===== src/rtl/mem_stage.sv =====
// Memory-access stage of the RV32I pipeline: data-bus req/ready handshake, store lane
// steering, load formatting and the MEM/WB register. Optional MEM_MISALIGN_TRAP_EN traps misaligned H/W accesses.
module mem_stage #(
  parameter int STALL_CNT_W = 32
) (
  input  logic                   clk,
  input  logic                   reset_n,
  input  logic [31:0]            ex_mem_alu_result,
  input  logic [31:0]            ex_mem_reg2,
  input  logic [4:0]             ex_mem_rd,
  input  logic                   ex_mem_reg_write,
  input  logic                   ex_mem_mem_write,
  input  logic                   ex_mem_mem_read,
  input  logic [2:0]             ex_mem_funct3,
  output logic                   dmem_req,
  output logic                   dmem_we,
  output logic [31:0]            dmem_addr,
  output logic [31:0]            dmem_wdata,
  output logic [3:0]             dmem_be,
  input  logic                   dmem_ready,
  input  logic [31:0]            dmem_rdata,
  output logic                   mem_stall,
  output logic [31:0]            mem_wb_result,
  output logic [4:0]             mem_wb_rd,
  output logic                   mem_wb_reg_write,
  output logic                   mem_misalign,
  output logic [STALL_CNT_W-1:0] stall_cycles
);

  typedef enum logic {S_IDLE, S_WAIT} state_t;

  state_t                 r_state;
  logic [31:0]            r_wb_result;
  logic [4:0]             r_wb_rd;
  logic                   r_wb_reg_write;
  logic [STALL_CNT_W-1:0] r_stall_cycles;

  logic        w_mem_op;
  logic        w_access;
  logic        w_trap;
  logic [7:0]  w_byte;
  logic [15:0] w_half;
  logic [31:0] w_load_data;

  assign w_mem_op = ex_mem_mem_read | ex_mem_mem_write;

`ifdef MEM_MISALIGN_TRAP_EN
  logic r_misalign;

  // funct3[1:0] encodes the size: 01 half, 10 word
  assign w_trap = w_mem_op &
                  (((ex_mem_funct3[1:0] == 2'b01) & ex_mem_alu_result[0]) |
                   ((ex_mem_funct3[1:0] == 2'b10) & (ex_mem_alu_result[1:0] != 2'b00)));

  always_ff @(posedge clk or negedge reset_n) begin
    if (!reset_n) r_misalign <= 1'b0;
    else          r_misalign <= w_trap;
  end
  assign mem_misalign = r_misalign;
`else
  assign w_trap       = 1'b0;
  assign mem_misalign = 1'b0;
`endif

  assign w_access  = w_mem_op & ~w_trap;
  assign mem_stall = w_access & ~dmem_ready;
  assign dmem_req  = reset_n & (w_access | (r_state == S_WAIT));
  assign dmem_we   = w_access & ex_mem_mem_write;
  assign dmem_addr = {ex_mem_alu_result[31:2], 2'b00};

  always_comb begin
    dmem_wdata = ex_mem_reg2;
    dmem_be    = 4'b1111;
    if (ex_mem_mem_write) begin
      case (ex_mem_funct3[1:0])
        2'b00: begin
          dmem_wdata = {4{ex_mem_reg2[7:0]}};
          dmem_be    = 4'b0001 << ex_mem_alu_result[1:0];
        end
        2'b01: begin
          dmem_wdata = {2{ex_mem_reg2[15:0]}};
          dmem_be    = ex_mem_alu_result[1] ? 4'b1100 : 4'b0011;
        end
        default: begin
          dmem_wdata = ex_mem_reg2;
          dmem_be    = 4'b1111;
        end
      endcase
    end
  end

  always_comb begin
    case (ex_mem_alu_result[1:0])
      2'b00:   w_byte = dmem_rdata[7:0];
      2'b01:   w_byte = dmem_rdata[15:8];
      2'b10:   w_byte = dmem_rdata[23:16];
      default: w_byte = dmem_rdata[31:24];
    endcase
    w_half = ex_mem_alu_result[1] ? dmem_rdata[31:16] : dmem_rdata[15:0];
    case (ex_mem_funct3)
      3'b000:  w_load_data = {{24{w_byte[7]}}, w_byte};
      3'b001:  w_load_data = {{16{w_half[15]}}, w_half};
      3'b100:  w_load_data = {24'h0, w_byte};
      3'b101:  w_load_data = {16'h0, w_half};
      default: w_load_data = dmem_rdata;
    endcase
  end

  always_ff @(posedge clk or negedge reset_n) begin
    if (!reset_n) begin
      r_state <= S_IDLE;
    end else begin
      case (r_state)
        S_IDLE:  if (w_access && !dmem_ready) r_state <= S_WAIT;
        S_WAIT:  if (dmem_ready) r_state <= S_IDLE;
        default: r_state <= S_IDLE;
      endcase
    end
  end

  // A stall inserts a bubble; rd and result keep their last values.
  always_ff @(posedge clk or negedge reset_n) begin
    if (!reset_n) begin
      r_wb_result    <= 32'h0;
      r_wb_rd        <= 5'h0;
      r_wb_reg_write <= 1'b0;
    end else if (mem_stall) begin
      r_wb_reg_write <= 1'b0;
    end else begin
      r_wb_result    <= ex_mem_mem_read ? w_load_data : ex_mem_alu_result;
      r_wb_rd        <= ex_mem_rd;
      r_wb_reg_write <= ex_mem_reg_write & ~w_trap;
    end
  end

  always_ff @(posedge clk or negedge reset_n) begin
    if (!reset_n)
      r_stall_cycles <= '0;
    else if (mem_stall && (r_stall_cycles != '1))
      r_stall_cycles <= r_stall_cycles + {{(STALL_CNT_W-1){1'b0}}, 1'b1};
  end

  assign mem_wb_result    = r_wb_result;
  assign mem_wb_rd        = r_wb_rd;
  assign mem_wb_reg_write = r_wb_reg_write;
  assign stall_cycles     = r_stall_cycles;

endmodule


===== config.mk =====
export PLATFORM = sky130hd
export DESIGN_NAME = mem_stage
export DESIGN_NICKNAME = d
export VERILOG_FILES = /design/src/rtl/mem_stage.sv
export SDC_FILE = /design/constraint.sdc
export NUM_CORES = 1
export LEC_CHECK = 0
export CELL_PAD_IN_SITES_DETAIL_PLACEMENT = 0
export CELL_PAD_IN_SITES_GLOBAL_PLACEMENT = 1
export CORE_MARGIN = 2
export CORE_UTILIZATION = 27
export CTS_CLUSTER_DIAMETER = 60
export DETAILED_ROUTE_END_ITERATION = 8
export GPL_ROUTABILITY_DRIVEN = 0
export PLACE_DENSITY = 0.77
export SLEW_MARGIN = 0
export SYNTH_ARGS = -nofsm -noshare
export SYNTH_HDL_FRONTEND = slang
export SYNTH_SLANG_ARGS = --single-unit

===== constraint.sdc =====
create_clock -name clk -period 2.1 [get_ports clk]
set_input_delay 0.21 -clock clk [delete_from_list [all_inputs] [get_ports clk]]
set_output_delay 0.21 -clock clk [all_outputs]
set_load 0.02 [all_outputs]

==> metrics.log, run 1 <==
INFO  metric slew-limit-headroom = between 30% and 40%
INFO  metric portBuffers = 248
INFO  metric clk-insertion-delay-late = 0.34 ns
INFO  metric endpoint_kind = output pin
INFO  metric fmax = a little under 500 MHz
INFO  metric tightestPinTransition = around 0.9 ns
INFO  metric dieArea = around 17000 um^2
INFO  metric routed_wirelength = ~17000 um
INFO  metric synth_xor_xnor_area_share = ~6%
INFO  metric power.static_leakage = approximately 3.3 nW
INFO  metric critical_path_class = input pin to output pin
INFO  metric route.vias.total = 4755
INFO  metric grt_start_max_net_pins = a little over 70
INFO  metric tritoncts = yes
INFO  metric yosysSeqAreaShare = roughly 40%
INFO  metric syn_avg_cell_area = 8.61 um^2
INFO  metric synth-edff-count = 0
INFO  metric synth-seq-cells = 71
INFO  metric timing_max_transition_violations_final = 0
INFO  metric report.power.total = between 0.005 and 0.006 W
INFO  metric vdd_drop_max = roughly 0.48 mV
INFO  metric post_synth_top_area_share = 40.0%
INFO  metric floorplan.die.width = around 130 um
INFO  metric synth_common_cells = nand2_1, dfrtp_1, buf_4
INFO  metric die_height = approximately 130 um
INFO  metric detailed_place_hpwl = between 10000 and 15000 um
INFO  metric io_pins = around 250
INFO  metric placementRows = 46
INFO  metric min-delay-path-class = input pin to async pin
INFO  metric cts-htree-levels = 3
INFO  metric synth-compound-area-share = between 15 and 20%
INFO  metric core_area = about 16000 um^2
INFO  metric antenna_found_initial = 1
INFO  metric number_of_buffers_inserted_during_clock_tree_synthesis = 9
INFO  metric floorplan.initialDensity = roughly 28%
INFO  metric detail_route.drc_violations = 0
INFO  metric antenna_cells_inserted = 0
INFO  metric final_net_count = about 870
INFO  metric ys.flop_type = dfrtp_1
INFO  metric powerDensity = just under 700 nW/um^2
INFO  metric synth-simple-area-share = 21.9%
INFO  metric grt_first_pass_wirelength = 26800 um
INFO  metric synthesis.instances = ~520
INFO  metric run_status = completed
INFO  metric final-hold-violation-count = 0
INFO  metric async_flop_share = 100%
INFO  metric via_per_inst = slightly below 5
INFO  metric path_clk_slew = around 0.06 ns
INFO  metric global_route_total_overflow = 0
INFO  metric synth_fa_ha_area_share = less than 1%
INFO  metric arrival = approximately 1.8 ns
INFO  metric synth.most_common_cell = nand2_1
INFO  metric placedCellCount = about 960
INFO  metric cell_type_contributing_the_most_total_cell_area_after_synthesis = dfrtp_1
INFO  metric wl_per_cell = roughly 18 um
INFO  metric drt_first_iter_violations = between 150 and 200
INFO  metric largest_family_of_logic_cells_by_synthesized_area = simple AND/OR/NAND/NOR gates
INFO  metric startpoint_type_of_the_worst_setup_path = input pin
INFO  metric final_period_minus_worst_setup_slack = 2.05 ns
INFO  metric final_layout_size_suffix_gt1_share = between 10% and 20%
INFO  metric number_of_violations_of_the_max_capacitance_limit = 0
INFO  metric yosys_warnings = 0
INFO  metric yosys-top-cells-area = dfrtp_1, buf_4, nand2_1
INFO  metric number_of_global_route_vias_before_repair = around 4800
INFO  metric synth_cell_type_count = 49
INFO  metric cts.path.max_buffers = 2
INFO  metric postRouteAntennaNets = 0
INFO  metric stdcell_count = a little under 1000
INFO  metric critPathMaxFanout = 5
INFO  metric setup-violations-final = 0
INFO  metric mappedNetlistArea = between 4000 and 5000 um^2
INFO  metric clock_root_cell = clkbuf_16
INFO  metric period_share = between 90% and 100%
INFO  metric crit_required = 1.89 ns
INFO  metric area_growth_syn_to_layout = 71.7%
INFO  metric track_usage = roughly 19%
INFO  metric yosys-mux-area-fraction = 5.13%
INFO  metric clock_sinks = 71
INFO  metric fin_skew = about 0.005 ns
INFO  metric dr.pass1.iters = 4
[state kept, by name, indices dropped and copies added (netlist names)]
register and flops:
mem_wb_reg_write 1, mem_wb_result 32, stall_cycles 32, mem_wb_rd 5
r_state 1
[final timing paths]
kind | startpoint | to | slack (ns) | cells after the start
max | ex_mem_mem_write | mem_stall | 0.05 | 5
min | reset_n | stall_cycles[28] | 0.11 | 2
max reg2reg | stall_cycles[0] | stall_cycles[10] | 0.10 | 7
min reg2reg | mem_wb_rd[0] | mem_wb_rd[0] | 0.47 | 2
max in group asynchronous | reset_n | stall_cycles[0] | 1.35 | 2
min in group clk | ex_mem_rd[2] | mem_wb_rd[2] | 0.42 | 3
[timing repair]
| action | 4_1_cts | 5_1_grt |
|---|---|---|
| resized for setup | 9 | 21 |
| endpoints found under the setup margin | 9 | 23 |
| hold buffers | 0 | 0 |
| setup buffers | 0 | 1 |
| pin swaps | 0 | 1 |
[cells in the final DEF (no fill, tap or decap), types with 4 or more instances in the layout]
cell	instances
nand2b_1	7
a211oi_1	7
a22o_1	4
or3_1	25
nand3_1	16
dlymetal6s2s_1	15
dfrtp_1	70
o221ai_1	5
mux2i_1	10
a22oi_1	8
nor2b_1	8
a21o_1	5
xor2_1	6
buf_4	52
a21oi_1	26
clkdlybuf4s50_1	223
nor3_1	7
nand2_1	82
clkbuf_16	9
nor2_1	23
nand4_1	11
o21ai_0	39
inv_1	8
a31oi_1	11
xnor2_1	25
mux2_2	8
dlygate4sd2_1	9
[stage by stage]
stage	hold slack, ns	cell area [um^2]	util (%)	setup slack, ns	TNS [ns]
final	0.111	7630	47.7	0.0507	0
after global routing	0.198	7630	47.7	-0.0104	-0.0104
after CTS	0.151	7550	47.2	0.00858	0
after detailed placement	0.460	7210	45.0	-0.0790	-1.27
after global placement	0.456	7210	45.0	-0.0594	-0.492
after floorplan	-0.0856	4450	-	0.0155	0
[critical path, stage by stage]
cell and delay (ns):
clkdlybuf4s50_1 0.51, buf_4 0.16, o21bai_4 0.06, inv_1 0.22
clkdlybuf4s50_1 0.67
[cell families after synthesis]
kind of cell             Yosys count
other                              1
multiplexers                      20
flip-flops                        71
adder cells (fa/ha/maj)            1
buffers and inverters             81
XOR/XNOR                          31
AND/OR/NAND/NOR                  197
AO/OA/AOI/OAI                    114
[power breakdown]
group,switching (W),leakage [nW],total (W),internal [W]
Sequential,0.000125,0.874,0.00165,0.00152
Clock,0.000616,0.173,0.00182,0.00120
Combinational,0.000821,2.21,0.00168,0.000856
[metal layers]
layer / GRT usage (%) / vias to the layer above / part of all wire [%] / routed length [um]
li1: - / 2271 / - / -
met1: 23.5 / 2275 / 41 / 7080
met2: 34.1 / 189 / 50 / 8670
met3: 5.19 / 20 / 7.1 / 1220
met4: 4.96 / 0 / 1.5 / 260
met5: 0 / - / 0 / 0
[area by class of cell]
type                    instances  area, um^2
multi-input cells             366        2240
repair buffers                303        2950
clock inverters                 6         116
fillers                      1545        8370
well taps                     216         270
flip-flops and latches         71        1780
inverters                       9        33.8
clock buffers                  10         239
Note: power is estimated with default switching activity, not from simulation.
==> run 2: changes to the inputs <==
RECOVER_POWER = 50   (was default)
==> run 2 against run 1 <==
  * The run now ends with capacitance limit, slew limit left
  * Non-clock buffer count unchanged
  * Sequential cell count unchanged
  * Clock power about the same
  * Via count about the same
  * Die area unchanged
  * Clock-buffer cell count unchanged
  * Critical path depth unchanged
  * Routed wire length about the same
  * Sequential share of layout area about the same
  * Register-to-register slack about the same
  * Core utilization about the same
  * Critical path type unchanged
  * Critical endpoint unchanged
  * Largest power group unchanged
  * Highest routed layer unchanged
==> metrics.log, run 2 (synthesized netlist as in run 1, its figures left out) <==
INFO  metric fin_ws = 0.0511 ns (was 0.0507 ns)
INFO  metric dr.pass1.iters = 5 (was 4)
INFO  metric via_per_inst = 4.85 (about the same)
INFO  metric multiInputGateArea = 2240 um^2 (unchanged)
INFO  metric floorplan.initialDensity = 27.8% (unchanged)
INFO  metric placedInstanceArea = 7210 um^2 (unchanged)
INFO  metric timing_max_transition_violations_final = 72 (was 0)
INFO  metric timing.reg2reg.setup_slack = 0.10 ns (about the same)
INFO  metric routedLengthMet1 = 7040 um (was 7080 um)
INFO  metric cts-htree-levels = 3 (unchanged)
INFO  metric setup_tns = 0 ns (unchanged)
INFO  metric period_share = 97.6% (about the same)
INFO  metric r2r.worst_path.cells = 7 (unchanged)
INFO  metric final_core_util = 47.6% (was 47.7%)
INFO  metric dr_wl_met2 = 8660 um (was 8670 um)
INFO  metric tightestPinTransition = 1.80 ns (was 0.924 ns)
INFO  metric critical_path_class = input pin to output pin (unchanged)
INFO  metric path_clk_slew = 0.06 ns (about the same)
INFO  metric regToRegStartpoint = stall_cycles[0] (unchanged)
INFO  metric route.met3.wl = 1260 um (was 1220 um)
INFO  metric post-route-cell-area = 7620 um^2 (was 7630 um^2)
INFO  metric end_point_of_the_critical_path = mem_stall (unchanged)
INFO  metric fmax = 488 MHz (about the same)
INFO  metric number_of_violations_of_the_max_capacitance_limit = 1 (was 0)
INFO  metric detailedPlace.worstSlack = -0.0790 ns (unchanged)
INFO  metric crit_required = 1.89 ns (about the same)
INFO  metric cts.path.max_buffers = 2 (unchanged)
INFO  metric maxUsedRoutingLayer = met4 (unchanged)
INFO  metric sequential_cell_area = 1780 um^2 (unchanged)
INFO  metric final_cell_mix = clkdlybuf4s50_1, nand2_1, dfrtp_1, buf_4, o21ai_0 (unchanged)
INFO  metric critical_path.startpoint = ex_mem_mem_write (unchanged)
INFO  metric vdd_drop_max = 0.479 mV (was 0.480 mV)
INFO  metric final_period_minus_worst_setup_slack = 2.05 ns (about the same)
INFO  metric arrival = 1.84 ns (about the same)
INFO  metric clk-insertion-delay-late = 0.34 ns (about the same)
INFO  metric postRouteAntennaNets = 0 (unchanged)
INFO  metric detail_route.drc_violations = 0 (unchanged)
INFO  metric placementRows = 46 (unchanged)
INFO  metric drt_first_iter_violations = 171 (was 169)
INFO  metric area_growth_syn_to_layout = 71.7% (about the same)
INFO  metric setup-violations-final = 0 (unchanged)
INFO  metric clock_sinks = 71 (unchanged)
INFO  metric final_layout_size_suffix_gt1_share = 12.5% (unchanged)
INFO  metric dieArea = 17500 um^2 (unchanged)
INFO  metric grt_start_max_net_pins = 72 (unchanged)
INFO  metric core_area = 16000 um^2 (unchanged)
INFO  metric antenna_cells_inserted = 0 (unchanged)
INFO  metric run_status = finished with violations (was completed)
INFO  metric clock_root_cell = clkbuf_16 (unchanged)
INFO  metric grt_first_pass_wirelength = 26800 um (unchanged)
INFO  metric die_height = 132 um (unchanged)
INFO  metric io_pins = 252 (unchanged)
INFO  metric min-delay-path-class = input pin to register (was input pin to async pin)
INFO  metric number_of_buffers_inserted_during_clock_tree_synthesis = 9 (unchanged)
INFO  metric final_net_count = 871 (unchanged)
INFO  metric startpoint_type_of_the_worst_setup_path = input pin (unchanged)
INFO  metric global_route_total_overflow = 0 (unchanged)
INFO  metric wl_per_cell = 17.6 um (about the same)
INFO  metric detailed_place_hpwl = 13600 um (unchanged)
INFO  metric worstReg2RegEnd = stall_cycles[10] (unchanged)
INFO  metric endpoint_kind = output pin (unchanged)
INFO  metric route.vias.total = 4759 (was 4755)
INFO  metric layout.filler_cells = 1546 (was 1545)
INFO  metric tritoncts = yes (unchanged)
INFO  metric failed_checks = capacitance limit, slew limit
INFO  metric floorplan.die.width = 132 um (unchanged)
INFO  metric hold_depth = 3
INFO  metric antenna_found_initial = 1 (unchanged)
INFO  metric power.static_leakage = 3.26 nW (about the same)
INFO  metric critPathMaxFanout = 5 (unchanged)
INFO  metric fin_skew = 0.00509 ns (was 0.00505 ns)
INFO  metric final-hold-violation-count = 0 (unchanged)
INFO  metric powerDensity = 675 nW/um^2 (was 674 nW/um^2)
INFO  metric layout_commonest_cell = clkdlybuf4s50_1 (unchanged)
INFO  metric portBuffers = 248 (unchanged)
INFO  metric track_usage = 19.4% (unchanged)
INFO  metric number_of_global_route_vias_before_repair = 4764 (unchanged)
INFO  metric routed_wirelength = 17200 um (about the same)
INFO  metric slew-limit-headroom = -20.1% (was 38.4%)
[run 2: changes by cell type in the layout (fill, tap and decap cells not counted)]
cell / delta
buf_4: -1
clkbuf_2: +1
[run 2: final cells by class]
| cell class | instances | area share [%] |
|---|---|---|
| Inverter | 9 | 0.443 |
| Tap cell | 216 | 3.55 |
| Clock inverter | 6 | 1.53 |
| Clock buffer | 10 | 3.13 |
| Multi-Input combinational cell | 366 | 29.3 |
| Timing Repair Buffer | 303 | 38.7 |
| Sequential cell | 71 | 23.3 |
[run 2: critical path: stages]
cell and delay (ns):
clkdlybuf4s50_1 0.51, buf_4 0.16, o21bai_4 0.06, inv_1 0.22, clkdlybuf4s50_1 0.67
[run 2: how the worst min path moves through the flow]
stage	endpoint	start	slack [ns]
2_1_floorplan	mem_wb_rd[0]	reset_n	-0.09
3_3_place_gp	mem_wb_rd[0]	mem_wb_rd[0]	0.46
3_5_place_dp	mem_wb_rd[4]	mem_wb_rd[4]	0.46
4_1_cts	stall_cycles[26]	reset_n	0.15
5_1_grt	mem_wb_rd[2]	ex_mem_rd[2]	0.43
6_report	mem_wb_rd[2]	ex_mem_rd[2]	0.42
[run 2: timing repair]
action,4_1_cts,5_1_grt
gates cloned,0,0
gates resized for setup,9,21
buffers inserted,0,1
pin swaps,0,1
hold buffers,0,0
endpoints found under the setup margin,9,23
[run 2: per-layer routing]
| layer | GRT usage, % | vias up |
|---|---|---|
| met1 | 23.5 | 2269 |
| met2 | 34.1 | 197 |
| met3 | 5.19 | 20 |
| li1 | - | 2273 |
| met4 | 4.96 | 0 |
| met5 | 0 | - |
[run 2: stage by stage]
step / power, W / cells / hold WS [ns]
after detailed placement: 0.00335 / 964 / 0.460
after global routing: 0.00540 / 981 / 0.430
after CTS: 0.00519 / 980 / 0.151
final: 0.00514 / 981 / 0.417
after floorplan: 0.00242 / 518 / -0.0856
after global placement: 0.00333 / 964 / 0.456
[run 2: report_power, final]
| part | switching [W] | internal, W |
|---|---|---|
| clock network | 0.000617 | 0.00120 |
| registers | 0.000125 | 0.00152 |
| logic | 0.000821 | 0.000855 |
| total | 0.00156 | 0.00358 |
==> run 3: changes to the inputs <==
GPL_TIMING_DRIVEN = 0   (was default)
==> run 3 against run 2 <==
  * The run now ends clean
  * Combinational power shrank 5%
  * Critical endpoint is now dmem_wdata[14]
  * Total power shrank 5.8%
  * Cell count grew 2.9%
  * Clock-buffer cell count grew 2
  * Cell area grew 0.54%
  * Largest power group is now sequential cells
  * Sequential cell count is the same
  * Sequential share of layout area shrank 0.060 points
  * Setup slack lost 0.015 ns
  * Die area is the same
==> metrics.log, run 3 (synthesized netlist as in run 1, its figures left out) <==
INFO  metric run_status = completed (was finished with violations)
INFO  metric placedCellCount = 981 (was 964)
INFO  metric portBuffers = 246 (was 248)
INFO  metric end_point_of_the_critical_path = dmem_wdata[14] (was mem_stall)
INFO  metric crit_required = 1.89 ns (about the same)
INFO  metric layout.filler_cells = 1576 (was 1546)
INFO  metric stdcell_count = 1009 (was 981)
INFO  metric tightestPinTransition = 1.14 ns (was 1.80 ns)
INFO  metric detail_route.drc_violations = 0 (unchanged)
INFO  metric cts-htree-levels = 3 (unchanged)
INFO  metric fin_skew = 0.00733 ns (was 0.00509 ns)
INFO  metric critPathMaxFanout = 7 (was 5)
INFO  metric slew-limit-headroom = 24.2% (was -20.1%)
INFO  metric worst_path_max_delay_cell = clkdlybuf4s50_1 (unchanged)
INFO  metric fmax = 484 MHz (was 488 MHz)
INFO  metric wl_per_cell = 18.0 um (was 17.6 um)
INFO  metric dieArea = 17500 um^2 (unchanged)
INFO  metric floorplan.die.width = 132 um (unchanged)
INFO  metric final_net_count = 898 (was 871)
INFO  metric layout_commonest_cell = clkdlybuf4s50_1 (unchanged)
INFO  metric global_route_total_overflow = 0 (unchanged)
INFO  metric io_pins = 252 (unchanged)
INFO  metric cts.path.max_buffers = 2 (unchanged)
INFO  metric number_of_global_route_vias_before_repair = 5026 (was 4764)
INFO  metric path_depth = 6 (was 5)
INFO  metric antenna_found_initial = 2 (was 1)
INFO  metric number_of_violations_of_the_max_capacitance_limit = 0 (was 1)
INFO  metric min-delay-path-class = input pin to async pin (was input pin to register)
INFO  metric powerDensity = 632 nW/um^2 (was 675 nW/um^2)
INFO  metric fin_worst_hold_slack = 0.233 ns (was 0.417 ns)
INFO  metric area_growth_syn_to_layout = 72.6% (was 71.7%)
INFO  metric period_share = 98.3% (was 97.6%)
INFO  metric track_usage = 20.7% (was 19.4%)
INFO  metric timing.critical_path.max_delay_family = buffers and inverters (unchanged)
INFO  metric power.static_leakage = 3.22 nW (was 3.26 nW)
INFO  metric routed_wirelength = 18200 um (was 17200 um)
INFO  metric vdd_drop_max = 0.441 mV (was 0.479 mV)
INFO  metric core_area = 16000 um^2 (unchanged)
INFO  metric arrival = 1.85 ns (was 1.84 ns)
INFO  metric setup_tns = 0 ns (unchanged)
INFO  metric worstReg2RegEnd = stall_cycles[1] (was stall_cycles[10])
INFO  metric final_layout_size_suffix_gt1_share = 15.4% (was 12.5%)
INFO  metric endpoint_kind = output pin (unchanged)
INFO  metric critical_path_class = input pin to output pin (unchanged)
INFO  metric timing_max_transition_violations_final = 0 (was 72)
INFO  metric postRouteAntennaNets = 0 (unchanged)
INFO  metric number_of_buffers_inserted_during_clock_tree_synthesis = 9 (unchanged)
INFO  metric detailed_place_hpwl = 14200 um (was 13600 um)
INFO  metric clock_root_cell = clkbuf_16 (unchanged)
INFO  metric rsz0062_at_grt = yes
INFO  metric grt_first_pass_wirelength = 28200 um (was 26800 um)
INFO  metric setup-violations-final = 0 (unchanged)
INFO  metric grt_start_max_net_pins = 39 (was 72)
INFO  metric drt_first_iter_violations = 191 (was 171)
INFO  metric startpoint_type_of_the_worst_setup_path = input pin (unchanged)
INFO  metric path_buf_inv = 3 (was 4)
INFO  metric tritoncts = yes (unchanged)
INFO  metric path_clk_slew = 0.06 ns (about the same)
INFO  metric report.power.total = 0.00484 W (was 0.00514 W)
INFO  metric regToRegStartpoint = stall_cycles[21] (was stall_cycles[0])
INFO  metric placementRows = 46 (unchanged)
INFO  metric route.vias.total = 4836 (was 4759)
INFO  metric final_period_minus_worst_setup_slack = 2.06 ns (was 2.05 ns)
INFO  metric via_per_inst = 4.79 (was 4.85)
INFO  metric final_core_util = 47.9% (was 47.6%)
INFO  metric die_height = 132 um (unchanged)
INFO  metric final_cell_mix = clkdlybuf4s50_1, nand2_1, dlygate4sd3_1, dfrtp_1, buf_4 (was clkdlybuf4s50_1, nand2_1, dfrtp_1, buf_4, o21ai_0)
INFO  metric timing.reg2reg.setup_slack = 0.04 ns (was 0.10 ns)
INFO  metric cell_chain_of_the_critical_path = clkdlybuf4s50_1, nand2b_4, nor2_4, buf_4, mux2_2, clkdlybuf4s15_2 (was clkdlybuf4s50_1, buf_4, o21bai_4, inv_1, clkdlybuf4s50_1)
INFO  metric final-hold-violation-count = 0 (unchanged)
INFO  metric clk-insertion-delay-late = 0.34 ns (about the same)
INFO  metric max_stage_delay = 0.47 ns (was 0.67 ns)
INFO  metric r2r.worst_path.cells = 5 (was 7)
INFO  metric critical_path.startpoint = ex_mem_funct3[1] (was ex_mem_mem_write)
INFO  metric dr.pass1.iters = 4 (was 5)
INFO  metric floorplan.initialDensity = 27.8% (unchanged)
INFO  metric clock_sinks = 71 (unchanged)
==> run 3: how the worst min path moves through the flow <==
stage	startpoint	end	slack, ns	cells past startpoint
5_1_grt	reset_n	stall_cycles[30]	0.23	2
2_1_floorplan	reset_n	mem_wb_rd[0]	-0.09	0
3_5_place_dp	reset_n	stall_cycles[30]	0.06	1
4_1_cts	reset_n	stall_cycles[30]	0.23	2
3_3_place_gp	mem_wb_rd[3]	mem_wb_rd[3]	0.46	2
6_report	reset_n	stall_cycles[30]	0.23	2
==> run 3: report_power, final <==
group	total, W	leakage [nW]	internal, W	switching (W)
Clock	0.00158	0.139	0.000957	0.000621
Combinational	0.00160	2.21	0.000788	0.000807
Sequential	0.00167	0.868	0.00153	0.000143
==> run 3: cell type report <==
| cell class | instances | area [um^2] | share of cell area [%] |
|---|---|---|---|
| plain buffers | 71 | 453 | 5.91 |
| inverters | 9 | 33.8 | 0.441 |
| clock inverters | 4 | 53.8 | 0.702 |
| repair buffers | 259 | 2530 | 33.0 |
| well taps | 216 | 270 | 3.53 |
| multi-input cells | 366 | 2290 | 29.9 |
| clock buffers | 12 | 246 | 3.22 |
| diodes | 1 | 2.50 | 0.0326 |
| flip-flops and latches | 71 | 1780 | 23.3 |
==> run 3: metrics by stage <==
| stage | setup WS [ns] | instance area [um^2] |
|---|---|---|
| floorplan | 0.0155 | 4450 |
| global placement | -2.17 | 7180 |
| detailed placement | -0.786 | 7210 |
| CTS | -0.000186 | 7660 |
| global route | -0.0311 | 7660 |
| finish | 0.0357 | 7660 |
==> run 3: what timing repair did <==
item	in CTS	in global routing
gates cloned	0	0
hold buffers	3	0
endpoints found under the hold margin	33	0
endpoints found under the setup margin	81	34
pin swaps	2	2
setup buffers	8	1
resized for setup	63	20
==> run 3: metal layers <==
layer / GRT usage [%] / vias up / wire, um
met5: 0 / - / 0
met4: 6.09 / 0 / 428
met3: 6.38 / 28 / 1200
met2: 37.4 / 191 / 9270
met1: 23.5 / 2297 / 7280
li1: - / 2320 / -
